`src/rtl/spi_ram_arbiter_pkg.sv`:
```
// Shared types and constants for the SPI/local RAM arbiter.
package spi_ram_pkg;

   typedef enum logic [1:0] {
      CMD_WR_ADDR = 2'b00,
      CMD_WR_DATA = 2'b01,
      CMD_RD_ADDR = 2'b10,
      CMD_RD_DATA = 2'b11
   } cmd_e;

   // Requester index into the arbiter req/gnt vectors and read-return tag.
   localparam logic SRC_SPI = 1'b0;
   localparam logic SRC_LOC = 1'b1;

   typedef struct packed {
      logic vld;
      logic src;
   } rd_tag_t;

endpackage

```
`src/rtl/spi_ram_arbiter_if.sv`:
```
// Bus bundle of the arbiter: SPI command/return, local port and RAM port.
interface spi_ram_arbiter_if #(parameter int ADDR_SIZE = 8);
   logic [9:0]           rx_data;
   logic                 rx_valid;
   logic [7:0]           tx_data;
   logic                 tx_valid;
   logic                 loc_req;
   logic                 loc_we;
   logic [ADDR_SIZE-1:0] loc_addr;
   logic [7:0]           loc_wdata;
   logic                 loc_gnt;
   logic [7:0]           loc_rdata;
   logic                 loc_rvalid;
   logic                 ram_en;
   logic                 ram_we;
   logic [ADDR_SIZE-1:0] ram_addr;
   logic [7:0]           ram_wdata;
   logic [7:0]           ram_rdata;
   logic                 err_ovf;

   modport slave (
      input  rx_data, rx_valid, loc_req, loc_we, loc_addr, loc_wdata, ram_rdata,
      output tx_data, tx_valid, loc_gnt, loc_rdata, loc_rvalid,
             ram_en, ram_we, ram_addr, ram_wdata, err_ovf
   );

   modport master (
      output rx_data, rx_valid, loc_req, loc_we, loc_addr, loc_wdata, ram_rdata,
      input  tx_data, tx_valid, loc_gnt, loc_rdata, loc_rvalid,
             ram_en, ram_we, ram_addr, ram_wdata, err_ovf
   );
endinterface

```
`src/rtl/spi_ram_arbiter_rr_arb2.sv`:
```
// Two-way round-robin arbiter; the pointer remembers the last winner.
module rr_arb2
   import spi_ram_pkg::*;
(
   input  logic       clk,
   input  logic       rst_n,
   input  logic [1:0] req,
   output logic [1:0] gnt
);

   logic ptr;

   // On a tie the side that did not win last time goes first.
   always_comb begin
      gnt = req;
      if (&req) gnt = (ptr == SRC_LOC) ? 2'b01 : 2'b10;
   end

   always_ff @(posedge clk or negedge rst_n) begin
      if (!rst_n)    ptr <= SRC_LOC;
      else if (|req) ptr <= gnt[SRC_LOC];
   end

endmodule

```
`src/rtl/spi_ram_arbiter.sv`:
```
// Shares one single-port RAM between the SPI command stream and a local
// requester; decodes SPI commands and routes read data back to its owner.
module spi_ram_arbiter
   import spi_ram_pkg::*;
#(
   parameter int MEM_DEPTH = 256,
   parameter int ADDR_SIZE = 8
) (
   input  logic               clk,
   input  logic               rst_n,
   spi_ram_arbiter_if.slave   bus
);

   if (MEM_DEPTH != (1 << ADDR_SIZE)) begin : g_depth_chk
      $error("MEM_DEPTH must equal 2**ADDR_SIZE");
   end

   cmd_e                 cmd;
   logic [7:0]           payload;
   logic                 data_cmd;
   logic [ADDR_SIZE-1:0] wr_addr, rd_addr, pend_addr, spi_addr, acc_addr;
   logic                 spi_pend, pend_we, spi_we, acc_we;
   logic [7:0]           pend_data, spi_data, acc_data;
   logic [1:0]           req, gnt;
   rd_tag_t              tag_s1, tag_s2;

   assign cmd      = cmd_e'(bus.rx_data[9:8]);
   assign payload  = bus.rx_data[7:0];
   assign data_cmd = bus.rx_valid && (cmd == CMD_WR_DATA || cmd == CMD_RD_DATA);

   // A fresh data command competes in the same edge it arrives; it only
   // lands in the pending buffer if it loses.
   assign spi_we   = spi_pend ? pend_we   : (cmd == CMD_WR_DATA);
   assign spi_addr = spi_pend ? pend_addr : ((cmd == CMD_WR_DATA) ? wr_addr : rd_addr);
   assign spi_data = spi_pend ? pend_data : payload;

   assign req[SRC_SPI] = spi_pend || data_cmd;
   assign req[SRC_LOC] = bus.loc_req && !bus.loc_gnt;

   rr_arb2 u_arb (.clk(clk), .rst_n(rst_n), .req(req), .gnt(gnt));

   always_comb begin
      acc_we   = spi_we;
      acc_addr = spi_addr;
      acc_data = spi_data;
      if (gnt[SRC_LOC]) begin
         acc_we   = bus.loc_we;
         acc_addr = bus.loc_addr;
         acc_data = bus.loc_wdata;
      end
   end

   always_ff @(posedge clk or negedge rst_n) begin
      if (!rst_n) begin
         wr_addr        <= '0;
         rd_addr        <= '0;
         spi_pend       <= 1'b0;
         pend_we        <= 1'b0;
         pend_addr      <= '0;
         pend_data      <= '0;
         tag_s1         <= '0;
         tag_s2         <= '0;
         bus.err_ovf    <= 1'b0;
         bus.ram_en     <= 1'b0;
         bus.ram_we     <= 1'b0;
         bus.ram_addr   <= '0;
         bus.ram_wdata  <= '0;
         bus.loc_gnt    <= 1'b0;
         bus.tx_data    <= '0;
         bus.tx_valid   <= 1'b0;
         bus.loc_rdata  <= '0;
         bus.loc_rvalid <= 1'b0;
      end else begin
         if (bus.rx_valid && cmd == CMD_WR_ADDR) wr_addr <= payload[ADDR_SIZE-1:0];
         if (bus.rx_valid && cmd == CMD_RD_ADDR) rd_addr <= payload[ADDR_SIZE-1:0];
         if (data_cmd && spi_pend) bus.err_ovf <= 1'b1;

         if (spi_pend) begin
            if (gnt[SRC_SPI]) spi_pend <= 1'b0;
         end else if (data_cmd && !gnt[SRC_SPI]) begin
            spi_pend  <= 1'b1;
            pend_we   <= spi_we;
            pend_addr <= spi_addr;
            pend_data <= spi_data;
         end

         bus.ram_en    <= |gnt;
         bus.ram_we    <= (|gnt) && acc_we;
         bus.ram_addr  <= (|gnt) ? acc_addr : '0;
         bus.ram_wdata <= (|gnt && acc_we) ? acc_data : '0;
         bus.loc_gnt   <= gnt[SRC_LOC];

         // Tag rides alongside the access; ram_rdata is live while it sits in s2.
         tag_s1 <= '{vld: (|gnt) && !acc_we, src: gnt[SRC_LOC]};
         tag_s2 <= tag_s1;

         bus.tx_valid   <= tag_s2.vld && (tag_s2.src == SRC_SPI);
         bus.loc_rvalid <= tag_s2.vld && (tag_s2.src == SRC_LOC);
         if (tag_s2.vld && tag_s2.src == SRC_SPI) bus.tx_data   <= bus.ram_rdata;
         if (tag_s2.vld && tag_s2.src == SRC_LOC) bus.loc_rdata <= bus.ram_rdata;
      end
   end

endmodule

```
`src/flat_wrapper.sv`:
```
// flat-port wrapper written by rule: the top's interface ports become plain ports
module spi_ram_arbiter_flat import spi_ram_pkg::*;
#(
   parameter int MEM_DEPTH = 256,
   parameter int ADDR_SIZE = 8
)
  (clk, rst_n, bus_rx_data, bus_rx_valid, bus_loc_req, bus_loc_we, bus_loc_addr, bus_loc_wdata, bus_ram_rdata, bus_tx_data, bus_tx_valid, bus_loc_gnt, bus_loc_rdata, bus_loc_rvalid, bus_ram_en, bus_ram_we, bus_ram_addr, bus_ram_wdata, bus_err_ovf);
  spi_ram_arbiter_if #(.ADDR_SIZE(ADDR_SIZE)) bus_i ();
  input  logic clk;
  input  logic rst_n;
  input wire logic [$bits(bus_i.rx_data)-1:0] bus_rx_data;
  input wire logic [$bits(bus_i.rx_valid)-1:0] bus_rx_valid;
  input wire logic [$bits(bus_i.loc_req)-1:0] bus_loc_req;
  input wire logic [$bits(bus_i.loc_we)-1:0] bus_loc_we;
  input wire logic [$bits(bus_i.loc_addr)-1:0] bus_loc_addr;
  input wire logic [$bits(bus_i.loc_wdata)-1:0] bus_loc_wdata;
  input wire logic [$bits(bus_i.ram_rdata)-1:0] bus_ram_rdata;
  output wire logic [$bits(bus_i.tx_data)-1:0] bus_tx_data;
  output wire logic [$bits(bus_i.tx_valid)-1:0] bus_tx_valid;
  output wire logic [$bits(bus_i.loc_gnt)-1:0] bus_loc_gnt;
  output wire logic [$bits(bus_i.loc_rdata)-1:0] bus_loc_rdata;
  output wire logic [$bits(bus_i.loc_rvalid)-1:0] bus_loc_rvalid;
  output wire logic [$bits(bus_i.ram_en)-1:0] bus_ram_en;
  output wire logic [$bits(bus_i.ram_we)-1:0] bus_ram_we;
  output wire logic [$bits(bus_i.ram_addr)-1:0] bus_ram_addr;
  output wire logic [$bits(bus_i.ram_wdata)-1:0] bus_ram_wdata;
  output wire logic [$bits(bus_i.err_ovf)-1:0] bus_err_ovf;
  assign bus_i.rx_data = bus_rx_data;
  assign bus_i.rx_valid = bus_rx_valid;
  assign bus_i.loc_req = bus_loc_req;
  assign bus_i.loc_we = bus_loc_we;
  assign bus_i.loc_addr = bus_loc_addr;
  assign bus_i.loc_wdata = bus_loc_wdata;
  assign bus_i.ram_rdata = bus_ram_rdata;
  assign bus_tx_data = bus_i.tx_data;
  assign bus_tx_valid = bus_i.tx_valid;
  assign bus_loc_gnt = bus_i.loc_gnt;
  assign bus_loc_rdata = bus_i.loc_rdata;
  assign bus_loc_rvalid = bus_i.loc_rvalid;
  assign bus_ram_en = bus_i.ram_en;
  assign bus_ram_we = bus_i.ram_we;
  assign bus_ram_addr = bus_i.ram_addr;
  assign bus_ram_wdata = bus_i.ram_wdata;
  assign bus_err_ovf = bus_i.err_ovf;
  spi_ram_arbiter #(.MEM_DEPTH(MEM_DEPTH), .ADDR_SIZE(ADDR_SIZE)) u_core (.clk(clk), .rst_n(rst_n), .bus(bus_i));
endmodule
```
`config.mk`:
```
export PLATFORM = sky130hd
export DESIGN_NAME = spi_ram_arbiter_flat
export DESIGN_NICKNAME = d
export VERILOG_FILES = /design/src/rtl/spi_ram_arbiter_pkg.sv /design/src/rtl/spi_ram_arbiter_if.sv /design/src/rtl/spi_ram_arbiter_rr_arb2.sv /design/src/rtl/spi_ram_arbiter.sv /design/src/flat_wrapper.sv
export SDC_FILE = /design/constraint.sdc
export NUM_CORES = 1
export LEC_CHECK = 0
export CORE_ASPECT_RATIO = 0.6
export CORE_MARGIN = 3
export CORE_UTILIZATION = 50
export CTS_CLUSTER_SIZE = 20
export DETAILED_ROUTE_END_ITERATION = 10
export GPL_TIMING_DRIVEN = 0
export HOLD_SLACK_MARGIN = 0.1
export PLACE_DENSITY_LB_ADDON = 0.1
export SETUP_SLACK_MARGIN = 0.4
export SYNTH_ARGS = -nofsm -noshare
export SYNTH_HDL_FRONTEND = slang
export SYNTH_SLANG_ARGS = --single-unit
export TNS_END_PERCENT = 100
```
`constraint.sdc`:
```
create_clock -name clk -period 1.7 [get_ports clk]
set_input_delay 0.255 -clock clk [delete_from_list [all_inputs] [get_ports clk]]
set_output_delay 0.255 -clock clk [all_outputs]
set_load 0.01 [all_outputs]
```
[Yosys cells after proc, flatten, opt, wreduce, memory -nomap -nowiden]
Index checks and enable logic that the tools add are counted.
Word-level totals
  register bits after elaboration: 76
  input port bits: 39
  output and inout bits: 38
  word-level logic and storage cells: 59
Operators by class
  equality and inequality tests: 3
  muxes and demuxes: 14
  bitwise operators: 2
  reduce and logical (&&, ||, !) cells: 20
Operator list (number)
  $mux W8: 7
  $logic_and A1 B1 Y1: 10
  $mux W1: 5
  $eq A2 B2 Y1 const B: 2
  $mux W2: 2
  $reduce_and A2 Y1: 2
  $reduce_or A2 Y1: 2
  $logic_not A1 Y1: 3
  $eq A2 B1 Y1 const B: 1
  $logic_not A2 Y1: 1
  $logic_or A1 B1 Y1: 2
  $not A1 Y1: 2

[Depth between registers and ports, before layout]
  depth in word-level cells: 10
  depth in mapped cells: 5
  depth with buffers taken out: 3

[Hierarchy]
A second synthesis with hierarchy kept.
Unflattened totals
  cell total of the unflattened synthesis: 219
  area total of the unflattened synthesis: 3093.0 µm²
By module, submodules not included
  spi_ram_arbiter: times used 1, cells an instance 213, area each 3039.2 µm², sequential area each 1876.8 µm²
  rr_arb2: times used 1, cells an instance 6, area each 53.8 µm², sequential area each 26.3 µm²

[Least setup slack after synthesis]
No wires, ideal clock.
  path type: reg2reg
  from: register u_core.bus.loc_gnt
  to: register u_core.pend_addr[7]
  library setup time: 0.125 ns
  data arrival time: 1.533 ns
  data required time: 1.575 ns
  slack: 0.042 ns
  cell stages (with the launch flop): 5
  buffers on the path: 1
  period minus slack after synthesis: 1.658 ns
  cell sequence: dfrtp_1 nand2b_4 nor4_4 buf_6 mux2_4
Between the ends
  word-level cells in the longest chain between the ends: 7
RTL lines
  start, declared: line spi_ram_arbiter_if.sv:23  | output tx_data, tx_valid, loc_gnt, loc_rdata, loc_rvalid,
  start signal, assigned: line spi_ram_arbiter.sv:91  | bus.loc_gnt <= gnt[SRC_LOC];
  $logic_not A1 Y1: line spi_ram_arbiter.sv:38  | assign req[SRC_LOC] = bus.loc_req && !bus.loc_gnt;
  $logic_and A1 B1 Y1: line spi_ram_arbiter.sv:38
  $reduce_and A2 Y1: line spi_ram_arbiter_rr_arb2.sv:16  | if (&req) gnt = (ptr == SRC_LOC) ? 2'b01 : 2'b10;
  $mux W2: line spi_ram_arbiter_rr_arb2.sv:16
  $logic_not A1 Y1: line spi_ram_arbiter.sv:80  | end else if (data_cmd && !gnt[SRC_SPI]) begin
  $logic_and A1 B1 Y1: line spi_ram_arbiter.sv:80
  $reduce_and A2 Y1 (no line)
  end signal, assigned: line spi_ram_arbiter.sv:83  | pend_addr <= spi_addr;
  end, declared: line spi_ram_arbiter.sv:21  | logic [ADDR_SIZE-1:0] wr_addr, rd_addr, pend_addr, spi_addr, acc_addr;
Every way passes these cells.
A chain may end at the register's enable or synchronous reset.

[Final worst setup path]
  from: register u_core.bus.loc_gnt
  to: register u_core.pend_addr[2]
The elaborated chain is that of the path after synthesis.

==> metrics.sh <==
NUMBER_OF_ANTENNA_VIOLATIONS_AT_THE_FIRST_CHECK_IN_GLOBAL_ROUTING=0
GRT_USE_MET1=0.373
SYNTHESIS.AREA_PER_INSTANCE_SQ_UM=12.7
SYNTHDOMINANTAREACELLTYPE='dfrtp_1'
DP_HPWL_MM=6.37
NUMPORTBUFFERS=74
PIN_COUNT_OF_THE_BIGGEST_NET_ENTERING_GLOBAL_ROUTING=41
SYNTH-ASYNC-RESET-RATIO=1.00
RSZ0062_AT_GRT='yes'
CELL_COUNT_POST_PLACEMENT=435
CAP_VIOLATIONS=0
SHARE_OF_FINAL_LAYOUT_STANDARD_CELLS_STRONGER_THAN_DRIVE_STRENGTH_1=0.372
SYNTH.YOSYS.SEQ_AREA_SHARE=0.543
DESIGN.CORE.AREA_SQ_MM=0.00644
DETAIL_ROUTE.WL_PER_CELL_MICRONS=21.8
DPL_WORST_SLACK_NS=-0.707
GRTUSAGEMET3=0.0821
CTS_BUFFERS=9
GRT_USAGE=0.257
INITIAL_UTILIZATION=0.544
WORST_SLEW_PIN_SLEW_NS=0.500
GRT_USE_MET2=0.368
SETUP.WORST_PATH.START_CLASS='flop'
TOP_LEVEL_PORTS=77
WORST_EP_ARRIVAL_TIME_NS=1.71
SYNTH_SEQ_CELLS=76
NETLIST_AREA_SQ_MM=0.00351
POWER_DENSITY_mW_PER_MM2=1260
CRITICAL_PATH.ENDPOINT_TYPE='flop'
CTS_MAX_PATH_BUFFERS=2
SLEW_VIOLATIONS=0
NETLIST-CELL-TYPE-COUNT=40
CTSHTREEMAXLEVEL=3
LAYOUT_WORST_PATH_CYCLE_SHARE=0.874
SYN-NUM-NETS=315
ACHIEVABLE-FREQUENCY_MHz=673
TIMING.CLOCK.SKEW_NS=0.00827
YOSYSTOPAREACELLSHARE=0.535
VIAS=2824
FINALPOWER_W=0.00664
WIRELENGTH_MM=10.4
TRITONCTS_CLOCK_TREE='built'
OUTCOME='complete, no violations'
SYNTH_COMMON_CELLS='dfrtp_1 (75), mux2_2 (39), nand2_1 (13)'
FINAL_HOLD_VIOL_COUNT=0
VERTICAL_DIE_DIMENSION_MICRONS=70.9
SINK_COUNT_OF_THE_CLOCK_TREE=76
POWER.LEAKAGE_nW=2.46
GP_CONGESTION=0.860
DRTANTENNAVIOLNETS=0
FINAL_CORE_UTIL=0.815
FINALCRITICALPERIOD_NS=1.49
CTS.ROOT.BUFFER_CELL='clkbuf_16'
SEQ_AREA_SQ_MM=0.00190
HOLD_CLASS='reg -> reg'
DESIGN.DIE.AREA_SQ_MM=0.00809
VIAS_PER_CELL=5.93
DRT-INITIAL-DRC-COUNT=287
IR_DROP_uV=1130
CPLARGESTDELAYFAMILY='flip-flops'
DRC=0
VIAS_IN_THE_FIRST_GLOBAL_ROUTE=2804
CLOCK_SLEW_AT_THE_REGISTER_CLOCK_PINS_OF_THE_WORST_SETUP_AND_HOLD_PATHS_NS=0.05
FIN_CELLS=476
SLOWEST_STAGE='dfrtp_1'
GRT_FIRST_PASS_WIRELENGTH_MM=15.7
CRIT_PATH_MAX_FANOUT=7
CRITPATHREQUIREDTIME_NS=1.92
CRIT_PATH_MAX_INCR_DELAY_NS=0.41
SETUP_VIOLATIONS=0
CLK-INSERTION-DELAY-LATE_NS=0.34
AREA.GROWTH.SYNTH_TO_FINAL_PCT=49.8
ANTENNA_CELLS_INSERTED=0
MULTI_INPUT_AREA_SQ_MM=0.00174
CRITICAL_PATH_BUF_INV_COUNT=2
RELSLEWSLACK=0.667
CRITICAL_PATH.CELL_CHAIN='nand2b_4 -> nor4_4 -> buf_6 -> buf_12 -> mux2_4'
CRIT_TYPE='reg -> reg'
GR-MAX-USAGE-LAYER='met1'
SYNTH_EDF_COUNT=0
DESIGN.FINAL.NETS=427
DIE_WIDTH_MICRONS=114
FINALSETUPTNS_NS=0
SYNTH_WARNINGS=0
SETUP_WS_NS=0.214
POST_SYNTH_INST_COUNT=276
TOTAL_GRT_OVERFLOW=0
NUMBER_OF_ROWS_CREATED_AT_FLOORPLAN=22
SYNTH_FLOP_CELL='dfrtp_1'
YOSYS-TOP-CELLS-AREA='dfrtp_1 (54%), mux2_2 (13%), mux2_4 (3.9%)'
PRE_REPAIR_DR_ITERATION_COUNT=5
YOSYSMOSTFREQUENTCELL='dfrtp_1'
TOTAL_OF_FILL_CELLS_IN_THE_FINISHED_DESIGN=355
==> final cells by class <==
cell class	count	area share
sequential	76	0.362
multi-input combinational	166	0.330
timing repair buffer	100	0.186
clock buffer	14	0.0541
buffer	23	0.0379
tap	84	0.0200
inverter	12	0.00858
clock inverter	1	0.000953
==> cells in the final DEF (no fill, tap or decap), types with 6 or more instances in the layout <==
master,synthesis,layout
a21o_1,9,9
and3b_1,8,8
buf_2,7,6
buf_4,0,17
buf_6,2,10
clkbuf_16,0,10
clkdlybuf4s50_1,0,33
dfrtp_1,75,75
dlygate4sd2_1,0,37
inv_1,12,11
mux2_2,39,24
mux2_4,9,24
nand2_1,13,12
nand3_1,9,8
nand4bb_1,8,8
nor2b_1,9,8
o21a_1,8,8
o32ai_2,0,7
==> final timing paths <==
| kind | depth (start not counted) | slack [ns] | endpoint | start |
|---|---|---|---|---|
| max in group asynchronous | 3 | 0.71 | u_core.bus.ram_addr[6] | rst_n |
| min in group asynchronous | 2 | 0.42 | u_core.bus.tx_data[2] | rst_n |
| max reg2reg | 5 | 0.21 | u_core.pend_addr[2] | u_core.bus.loc_gnt |
| min reg2reg | 0 | 0.35 | u_core.tag_s2[1] | u_core.tag_s1[1] |
| min | 0 | 0.35 | u_core.tag_s2[1] | u_core.tag_s1[1] |
| max | 5 | 0.21 | u_core.pend_addr[2] | u_core.bus.loc_gnt |
==> worst register-to-register path: cells and delay by family (launching register included) <==
kind                   cells  cell delay, ns
buffers and inverters      2            0.32
DFF                        1            0.41
muxes                      1            0.31
and+or+nand+nor            2            0.33
==> where the power goes <==
part	switching, W	internal (W)	total, W	leakage [nW]
combinational	0.000920	0.00121	0.00212	1.38
sequential	0.000306	0.00236	0.00267	0.932
clock	0.000705	0.00114	0.00184	0.145
==> sequential cells by signal, summed over array words and instances, names as in the netlist <==
name,flops
u_core.bus.ram_we,1
u_core.spi_pend,1
u_core.pend_we,1
u_core.bus.tx_valid,1
u_core.wr_addr,8
u_core.rd_addr,8
u_core.u_arb.ptr,1
u_core.pend_addr,8
u_core.pend_data,8
u_core.bus.loc_gnt,1
u_core.tag_s1,1
u_core.bus.err_ovf,1
u_core.bus.loc_rdata,8
u_core.tag_s2,2
u_core.bus.loc_rvalid,1
u_core.bus.tx_data,8
u_core.bus.ram_wdata,8
u_core.bus.ram_en,1
u_core.bus.ram_addr,8
==> stage by stage <==
stage                     hold slack (ns)  cell area, sq um
after detailed placement            0.246              4420
final                               0.347              5250
after floorplan                   -0.0406              3560
after global placement              0.333              4400
after global routing                0.351              5250
after CTS                           0.349              4960
==> timing repair <==
item,4_1_cts,5_1_grt
pin swaps,3,19
setup buffers,10,9
hold buffers,1,0
gates cloned,5,1
hold endpoints to repair,35,0
setup endpoints to repair,100,58
resized for setup,88,46
==> per-layer routing <==
metal | wire, microns | vias up | part of all wire
met4 | 155 | 0 | 0.015
met5 | 0 | - | 0
li1 | - | 1240 | -
met3 | 938 | 15 | 0.090
met2 | 4640 | 134 | 0.45
met1 | 4650 | 1435 | 0.45
==> cells by family (layout without fill, tap and decap cells) <==
| logic type | Yosys count | in the layout | share of synthesized area |
|---|---|---|---|
| AOI/OAI and AO/OA | 47 | 47 | 0.105 |
| buffers and inverters | 35 | 150 | 0.0446 |
| DFF | 76 | 76 | 0.543 |
| muxes | 49 | 49 | 0.167 |
| and+or+nand+nor | 69 | 70 | 0.141 |
Power figures use the tool's default switching activity.
